## src/rtl/vend_change_ctrl_if.sv

```systemverilog
`default_nettype none
// ----------------------------------------------------------------------------
// vend_change_ctrl_if : coin/inventory/payout signal bundle for vend_change_ctrl
// rev 1.0
// ----------------------------------------------------------------------------
interface vend_change_ctrl_if #(
  parameter int CNT_W    = 8,
  parameter int CREDIT_W = 6
);
  logic                nickel_in;
  logic                dime_in;
  logic                quarter_in;
  logic                load;
  logic [CNT_W-1:0]    cans;
  logic [CNT_W-1:0]    nickels;
  logic [CNT_W-1:0]    dimes;
  logic                dispense;
  logic                nickel_out;
  logic                dime_out;
  logic                coin_reject;
  logic                empty;
  logic                exact_change;
  logic [CREDIT_W-1:0] credit;
  logic                busy;

  modport master (
    output nickel_in, dime_in, quarter_in, load, cans, nickels, dimes,
    input  dispense, nickel_out, dime_out, coin_reject, empty, exact_change, credit, busy
  );

  modport slave (
    input  nickel_in, dime_in, quarter_in, load, cans, nickels, dimes,
    output dispense, nickel_out, dime_out, coin_reject, empty, exact_change, credit, busy
  );
endinterface
`default_nettype wire

```

## src/rtl/vend_change_ctrl.sv

```systemverilog
`default_nettype none
// ----------------------------------------------------------------------------
// vend_change_ctrl : credit accumulation, drink dispense and coin-by-coin change
// rev 1.0
// ----------------------------------------------------------------------------
module vend_change_ctrl #(
  parameter int PRICE_N  = 7,
  parameter int CNT_W    = 8,
  parameter int CREDIT_W = 6
) (
  input wire                clk,
  input wire                reset,
  vend_change_ctrl_if.slave bus
);
  typedef enum logic [1:0] {
    IDLE   = 2'd0,
    VEND   = 2'd1,
    CHANGE = 2'd2
  } state_t;

  localparam logic [CREDIT_W-1:0] PRICE_C = CREDIT_W'(PRICE_N);
  localparam logic [CNT_W-1:0]    CNT_MAX = '1;

  state_t              state;
  logic [CREDIT_W-1:0] credit;
  logic [CNT_W-1:0]    can_cnt;
  logic [CNT_W-1:0]    nickel_cnt;
  logic [CNT_W-1:0]    dime_cnt;
  logic                dispense;
  logic                nickel_out;
  logic                dime_out;
  logic                coin_reject;

  logic [1:0]          coin_count;
  logic                coin_any;
  logic                coin_multi;
  logic                coin_bad;
  logic [CREDIT_W-1:0] coin_val;
  logic [CREDIT_W-1:0] credit_sum;
  logic [CREDIT_W-1:0] vend_credit;
  logic [CREDIT_W-1:0] change_credit;
  logic [CNT_W-1:0]    change_dimes;
  logic [CNT_W+1:0]    change_reach;
  logic                empty;
  logic                exact_change;

  // Coin chosen for the next payout cycle: dimes first while they still fit.
  function automatic logic pick_dime(input logic [CREDIT_W-1:0] c, input logic [CNT_W-1:0] d);
    return (c >= CREDIT_W'(2)) && (d != '0);
  endfunction

  assign coin_count = {1'b0, bus.nickel_in} + {1'b0, bus.dime_in} + {1'b0, bus.quarter_in};
  assign coin_any   = (coin_count != 2'd0);
  assign coin_multi = (coin_count > 2'd1);

  always_comb begin
    coin_val = '0;
    if (bus.nickel_in)       coin_val = CREDIT_W'(1);
    else if (bus.dime_in)    coin_val = CREDIT_W'(2);
    else if (bus.quarter_in) coin_val = CREDIT_W'(5);
  end

  assign credit_sum = credit + coin_val;
  assign coin_bad   = empty
                   || (bus.nickel_in && (nickel_cnt == CNT_MAX))
                   || (bus.dime_in && (dime_cnt == CNT_MAX))
                   || (exact_change && (credit_sum > PRICE_C));

  assign vend_credit   = credit - PRICE_C;
  assign change_credit = dime_out ? (credit - CREDIT_W'(2)) : (credit - CREDIT_W'(1));
  assign change_dimes  = dime_out ? (dime_cnt - CNT_W'(1)) : dime_cnt;

  assign change_reach = {2'b00, nickel_cnt} + {1'b0, dime_cnt, 1'b0};
  assign empty        = (can_cnt == '0);
  assign exact_change = (nickel_cnt == '0) || (change_reach < (CNT_W+2)'(4));

  always_ff @(posedge clk or posedge reset) begin
    if (reset) begin
      state       <= IDLE;
      credit      <= '0;
      can_cnt     <= '0;
      nickel_cnt  <= '0;
      dime_cnt    <= '0;
      dispense    <= 1'b0;
      nickel_out  <= 1'b0;
      dime_out    <= 1'b0;
      coin_reject <= 1'b0;
    end else begin
      dispense    <= 1'b0;
      nickel_out  <= 1'b0;
      dime_out    <= 1'b0;
      coin_reject <= 1'b0;
      case (state)
        IDLE: begin
          if (bus.load && (credit == '0)) begin
            can_cnt     <= bus.cans;
            nickel_cnt  <= bus.nickels;
            dime_cnt    <= bus.dimes;
            coin_reject <= coin_any;
          end else if (coin_multi) begin
            coin_reject <= 1'b1;
          end else if (coin_any) begin
            if (coin_bad) begin
              coin_reject <= 1'b1;
            end else begin
              credit <= credit_sum;
              if (bus.nickel_in) nickel_cnt <= nickel_cnt + CNT_W'(1);
              if (bus.dime_in)   dime_cnt   <= dime_cnt + CNT_W'(1);
              if (credit_sum >= PRICE_C) begin
                state    <= VEND;
                dispense <= 1'b1;
              end
            end
          end
        end
        VEND: begin
          coin_reject <= coin_any;
          can_cnt     <= can_cnt - CNT_W'(1);
          credit      <= vend_credit;
          if (vend_credit == '0) begin
            state <= IDLE;
          end else begin
            state      <= CHANGE;
            dime_out   <= pick_dime(vend_credit, dime_cnt);
            nickel_out <= !pick_dime(vend_credit, dime_cnt);
          end
        end
        CHANGE: begin
          // The pulse shown this cycle is the coin being paid; commit it now.
          coin_reject <= coin_any;
          credit      <= change_credit;
          if (dime_out) dime_cnt   <= dime_cnt - CNT_W'(1);
          else          nickel_cnt <= nickel_cnt - CNT_W'(1);
          if (change_credit == '0) begin
            state <= IDLE;
          end else begin
            dime_out   <= pick_dime(change_credit, change_dimes);
            nickel_out <= !pick_dime(change_credit, change_dimes);
          end
        end
        default: state <= IDLE;
      endcase
    end
  end

  assign bus.dispense     = dispense;
  assign bus.nickel_out   = nickel_out;
  assign bus.dime_out     = dime_out;
  assign bus.coin_reject  = coin_reject;
  assign bus.empty        = empty;
  assign bus.exact_change = exact_change;
  assign bus.credit       = credit;
  assign bus.busy         = (state != IDLE);
endmodule
`default_nettype wire

```

## src/flat_wrapper.sv

```systemverilog
// flat-port wrapper written by rule: the top's interface ports become plain ports
module vend_change_ctrl_flat 
#(
  parameter int PRICE_N  = 7,
  parameter int CNT_W    = 8,
  parameter int CREDIT_W = 6
)
  (clk, reset, bus_nickel_in, bus_dime_in, bus_quarter_in, bus_load, bus_cans, bus_nickels, bus_dimes, bus_dispense, bus_nickel_out, bus_dime_out, bus_coin_reject, bus_empty, bus_exact_change, bus_credit, bus_busy);
  vend_change_ctrl_if #(.CNT_W(CNT_W), .CREDIT_W(CREDIT_W)) bus_i ();
  input wire clk;
  input wire reset;
  input wire logic [$bits(bus_i.nickel_in)-1:0] bus_nickel_in;
  input wire logic [$bits(bus_i.dime_in)-1:0] bus_dime_in;
  input wire logic [$bits(bus_i.quarter_in)-1:0] bus_quarter_in;
  input wire logic [$bits(bus_i.load)-1:0] bus_load;
  input wire logic [$bits(bus_i.cans)-1:0] bus_cans;
  input wire logic [$bits(bus_i.nickels)-1:0] bus_nickels;
  input wire logic [$bits(bus_i.dimes)-1:0] bus_dimes;
  output wire logic [$bits(bus_i.dispense)-1:0] bus_dispense;
  output wire logic [$bits(bus_i.nickel_out)-1:0] bus_nickel_out;
  output wire logic [$bits(bus_i.dime_out)-1:0] bus_dime_out;
  output wire logic [$bits(bus_i.coin_reject)-1:0] bus_coin_reject;
  output wire logic [$bits(bus_i.empty)-1:0] bus_empty;
  output wire logic [$bits(bus_i.exact_change)-1:0] bus_exact_change;
  output wire logic [$bits(bus_i.credit)-1:0] bus_credit;
  output wire logic [$bits(bus_i.busy)-1:0] bus_busy;
  assign bus_i.nickel_in = bus_nickel_in;
  assign bus_i.dime_in = bus_dime_in;
  assign bus_i.quarter_in = bus_quarter_in;
  assign bus_i.load = bus_load;
  assign bus_i.cans = bus_cans;
  assign bus_i.nickels = bus_nickels;
  assign bus_i.dimes = bus_dimes;
  assign bus_dispense = bus_i.dispense;
  assign bus_nickel_out = bus_i.nickel_out;
  assign bus_dime_out = bus_i.dime_out;
  assign bus_coin_reject = bus_i.coin_reject;
  assign bus_empty = bus_i.empty;
  assign bus_exact_change = bus_i.exact_change;
  assign bus_credit = bus_i.credit;
  assign bus_busy = bus_i.busy;
  vend_change_ctrl #(.PRICE_N(PRICE_N), .CNT_W(CNT_W), .CREDIT_W(CREDIT_W)) u_core (.clk(clk), .reset(reset), .bus(bus_i));
endmodule
```

## config.mk

```make
export PLATFORM = sky130hd
export DESIGN_NAME = vend_change_ctrl_flat
export DESIGN_NICKNAME = d
export VERILOG_FILES = /design/src/rtl/vend_change_ctrl_if.sv /design/src/rtl/vend_change_ctrl.sv /design/src/flat_wrapper.sv
export SDC_FILE = /design/constraint.sdc
export NUM_CORES = 1
export LEC_CHECK = 0
export CORE_UTILIZATION = 30
export CTS_CLUSTER_SIZE = 28
export DETAILED_ROUTE_END_ITERATION = 8
export MAX_ROUTING_LAYER = met4
export PLACE_DENSITY = 0.59
export SYNTH_ARGS = -nofsm -noshare
export SYNTH_HDL_FRONTEND = slang
export SYNTH_SLANG_ARGS = --single-unit
```

## constraint.sdc

```tcl
create_clock -name clk -period 6.4 [get_ports clk]
set_input_delay 1.28 -clock clk [delete_from_list [all_inputs] [get_ports clk]]
set_output_delay 1.28 -clock clk [all_outputs]
set_load 0.1 [all_outputs]
```

# == After elaboration in Yosys (flattened, before gate mapping) ==
# Cells that the tools add are included.
# Widths: inputs -> output; s select.
# totals
ff_bits,36
in_bits,30
output_inout_bits,13
elab_cells,125
# classes
add_sub_neg,12
magnitude_cmp,6
eq_ne,17
muxes,50
n_reduce_logical,31
# ops
cell,count
$mux 8,13
$pmux 8 s2,3
$mux 6,7
$sub 8x1->8 const B,3
$logic_not 6->1,3
$pmux 6 s3,1
$add 8x1->8 const B,2
$eq 8x8->1 const B,2
$logic_not 8->1,2
$reduce_bool 8->1,2
$mux 1,14
$mux 2,7
$ge 6x2->1 const B,2
$reduce_and 6->1,2
$add 8x9->10,1
$lt 10x3->1 const B,1
$reduce_and 5->1,2
$ne 2x1->1 const B,4
$ne 2x2->1 const B,4
$reduce_bool 2->1,4
$add 6x6->6,1
$ge 6x3->1 const B,1
$gt 6x3->1 const B,1
$logic_and 1x1->1,6
20 further kinds,28

# == Depth between registers and ports, before layout ==
# logic_depth
word_depth,12
depth_mapped,13
depth_no_buf,11

# == Worst setup path after synthesis ==
# No wires, ideal clock.
# synth_timing
path_type,reg2out
start,register u_core.dime_cnt[0]
end,output port bus_exact_change
arrival_ns,2.385
required_ns,5.120
slack_ns,2.735
path_stages_with_launch,9
path_buffers,1
path_cell_list,dfrtp_1 -> clkbuf_1 -> inv_1 -> nor2_1 -> fa_1 -> nor3_1 -> nand3_1 -> o22a_1 -> inv_1
# synth_between
elab_chain_len,3
# synth_lines
element,line_no,text
from (decl),vend_change_ctrl.sv:28,logic [CNT_W-1:0] dime_cnt;
from (signal assigned),vend_change_ctrl.sv:98,dime_cnt <= bus.dimes;
from (signal assigned),vend_change_ctrl.sv:108,if (bus.dime_in) dime_cnt <= dime_cnt + CNT_W'(1);
from (signal assigned),vend_change_ctrl.sv:132,if (dime_out) dime_cnt <= dime_cnt - CNT_W'(1);
$add 8x9->10,vend_change_ctrl.sv:73,"assign change_reach = {2'b00, nickel_cnt} + {1'b0, dime_cnt, 1'b0};"
$lt 10x3->1,vend_change_ctrl.sv:75,assign exact_change = (nickel_cnt == '0) || (change_reach < (CNT_W+2)'(4));
$logic_or 1x1->1,vend_change_ctrl.sv:75,
to (decl),flat_wrapper.sv:24,output wire logic [$bits(bus_i.exact_change)-1:0] bus_exact_change;
# Every way passes these cells.

# == Final worst setup path ==
# Ends and elaborated chain as after synthesis.

==> results.cfg <==
[outcome]
outcome = finished with violations
violations = DRC

[detailed_routing]
via_per_inst = 5.621
drcViolationCount = 1
dr.pass1.iters = 6
ant_nets = 0
drt-initial-drc-count = 348
dr_total_vias = 3558
routed_wl_um = 10610
wl_met3_um = 467
post_drt_wl_per_cell_um = 16.76
met1_length_um = 4624
highest_layer = met4
met2_length_um = 5350

[timing]
hold_viol_final = 0
fmax_mhz = 209.1
drv_slew = 0
slew_headroom = 0.3429
tightestPinTransition_ns = 0.9826
grt_setup_unrepaired = no
setup_violations = 0
finalCritPeriodShare = 0.7471
timing.setup.tns_ns = 0
period_minus_slack_ns = 4.781
finalClockSkew_ns = 0.004270

[yosys]
ys_seq_elements = 36
async_reset_ff_frac = 1.000
ys_types = 74
syn_nets = 521
synth-seq-area-share = 0.2457
yosys_warnings = 0
synth_edf_count = 0
synthCells = 461
synth_area_um2 = 3666
synthFlopType = dfrtp_1
syn_area_per_cell_um2 = 7.952

[power]
peakVddDrop_mv = 0.2266
internal-power_w = 0.001120
power_frac_seq = 0.244
clock_power_share = 0.154
power_w = 0.002359
power.leakage_nw = 1.696
swShare = 0.5252
power.density_nw_per_um2 = 540.3
p_comb_frac = 0.602
switchingPower_w = 0.001239

[grt]
grt_pass1_wl_um = 18020
grt-ovfl-total = 0
antenna_found_initial = 0
grt_usage = 0.1804
grt_pass1_vias = 3621
grt_max_degree = 37

[floorplan]
fp.dieArea_um2 = 12670
num_io_pins = 43
core_um2 = 11960
fp.dieW_um = 112.5
die_h_um = 112.5
start_util = 0.3065
num_rows = 40

[clock_tree]
clockBufferDepth = 2
postCtsSetupBuffers = 0
cts_tree = done
cts_resized = 0
insertion_delay_ns = 0.28
clk_pin_slew_ns = 0.06
holdBufCountCts = 0
cts_max_level = 2
cts-root-buf = clkbuf_16
cts_buffers = 5
clock-sinks = 36

[worst_setup_path]
critPathCaptureType = output pin
start_kind = flop
r2r_setup_slack_ns = 2.98
cp_max_fo = 11
r2r_cells = 11
reg2reg_to = u_core.nickel_cnt[7]$_DFFE_PP0P_
worstPathRequired_ns = 5.12
worstSetupPathType = reg2out
crit_path_end = bus_exact_change
r2r-start = u_core.dime_cnt[0]$_DFFE_PP0P_
critPathLaunch = u_core.dime_cnt[0]$_DFFE_PP0P_
crit_arrival_ns = 3.50

[placed_design]
place_congestion = 0.9055
hpwl_um = 7537
portBuffers = 42

[final_layout]
fillCellCount = 1228
drive_gt1_frac = 0.06379
antenna_cells = 0
nNetsFinal = 545
syn2layout_area_growth_pct = 19.11

[worst_hold_path]
min_delay_path_depth = 2
hold_path.class = reg2reg

[flow_run]
maxCapViolCount = 0
## cell type report
type	count	area (um^2)	share of cell area
Tap cell	147	183.9	0.04212
Sequential cell	36	900.9	0.2063
Inverter	25	93.84	0.02149
Clock buffer	5	125.1	0.02865
Timing Repair Buffer	46	450.4	0.1032
Multi-Input combinational cell	371	2522	0.5777
Clock inverter	3	90.09	0.02063
## power by group through the flow
stage	Combinational, W	Clock (W)	Sequential, W
4_1_cts	0.00142	0.000370	0.000571
6_report	0.00142	0.000363	0.000575
5_1_grt	0.00158	0.000381	0.000601
2_1_floorplan	0.00104	0	0.000627
3_5_place_dp	0.00141	0	0.000574
3_3_place_gp	0.00138	0	0.000572
## cells by family (layout without fill, tap and decap cells)
kind of cell             Yosys count  count (layout)  share of synthesized area
XOR/XNOR                          16              16                    0.03822
adder cells (fa/ha/maj)           30              30                     0.1085
AO/OA/AOI/OAI                    147             147                     0.2788
multiplexers                       6               6                    0.01809
buffers and inverters             54              79                    0.06621
flip-flops                        36              36                     0.2457
AND/OR/NAND/NOR                  172             172                     0.2444
## placed cells by master, fill, tap and decap left out, types with 4 or more instances in the layout
master           synthesis  final
o2bb2ai_1                4      4
ha_1                    27     27
o211ai_1                 5      5
o21ai_0                 34     34
o21ai_1                  5      5
a211oi_1                 6      6
inv_1                   25     25
nand2_1                 42     42
a31oi_1                  9      9
nand3_1                 21     21
clkdlybuf4s50_1          0     42
nor3_1                  19     19
xnor2_1                 10     10
nor2_1                  40     40
or3_1                    6      6
clkbuf_16                0      5
and3_1                   7      7
nand4_1                  5      5
a21oi_2                  4      4
a21oi_1                 35     35
xor2_1                   6      6
mux2i_1                  4      4
nand2b_1                 4      4
dfrtp_1                 36     36
buf_4                    2      4
## worst max-delay path, stage by stage (launching register included)
cell	delay (ns)
dfrtp_1	0.58
inv_1	0.19
nor2_1	0.16
fa_1	0.42
nor3_1	0.18
nand3_1	0.10
o22a_1	0.29
inv_1	0.14
clkdlybuf4s50_1	1.15
## Yosys cell counts, drive strengths merged (4+ instances only)
master,n,area [um^2]
nand2,42,157.7
nor2,40,150.1
o21ai,40,203.9
a21oi,39,210.2
dfrtp,36,900.9
ha,27,337.8
inv,25,93.84
nand3,22,122.6
nor3,19,95.09
clkbuf,15,56.30
buf,14,92.58
a31oi,10,77.57
xnor2,10,87.58
and3,9,66.31
a211oi,7,57.55
or3,6,37.54
xor2,6,52.55
nand4,5,31.28
o211ai,5,37.54
a2111oi,4,53.81
and2,4,27.53
mux2i,4,40.04
nand2b,4,25.02
o2bb2ai,4,35.03
## per-layer routing
metal  up-vias  track usage
met3        12      0.02052
met1      1690       0.2182
met4         0      0.05689
met2       108       0.3128
li1       1748            -
met5         -            -
## stage by stage
step	cell area, um^2	utilization	setup slack (ns)	hold slack (ns)	cells
2_1_floorplan	3666	-	2.735	0.5130	461
3_3_place_gp	4151	0.3471	1.620	0.5469	625
3_5_place_dp	4151	0.3471	1.524	0.5647	625
4_1_cts	4367	0.3651	1.633	0.5776	633
5_1_grt	4367	0.3651	1.396	0.6146	633
6_report	4367	0.3651	1.619	0.5734	633
## worst min-delay path by stage
stage | from | end
after floorplan | u_core.can_cnt[6]$_DFFE_PP0P_ | u_core.can_cnt[6]$_DFFE_PP0P_
after global placement | u_core.can_cnt[6]$_DFFE_PP0P_ | u_core.can_cnt[6]$_DFFE_PP0P_
after detailed placement | u_core.can_cnt[6]$_DFFE_PP0P_ | u_core.can_cnt[6]$_DFFE_PP0P_
after CTS | u_core.can_cnt[6]$_DFFE_PP0P_ | u_core.can_cnt[6]$_DFFE_PP0P_
after global routing | u_core.can_cnt[6]$_DFFE_PP0P_ | u_core.can_cnt[6]$_DFFE_PP0P_
final | u_core.can_cnt[6]$_DFFE_PP0P_ | u_core.can_cnt[6]$_DFFE_PP0P_
## registers in the layout, summed over array words and instances (netlist names)
register and cells:
u_core.can_cnt 8, u_core.bus.dispense 1, u_core.dime_cnt 8, u_core.state 2
u_core.bus.credit 6, u_core.bus.coin_reject 1, u_core.bus.dime_out 1, u_core.bus.nickel_out 1
u_core.nickel_cnt 8
Power figures use the tool's default switching activity.
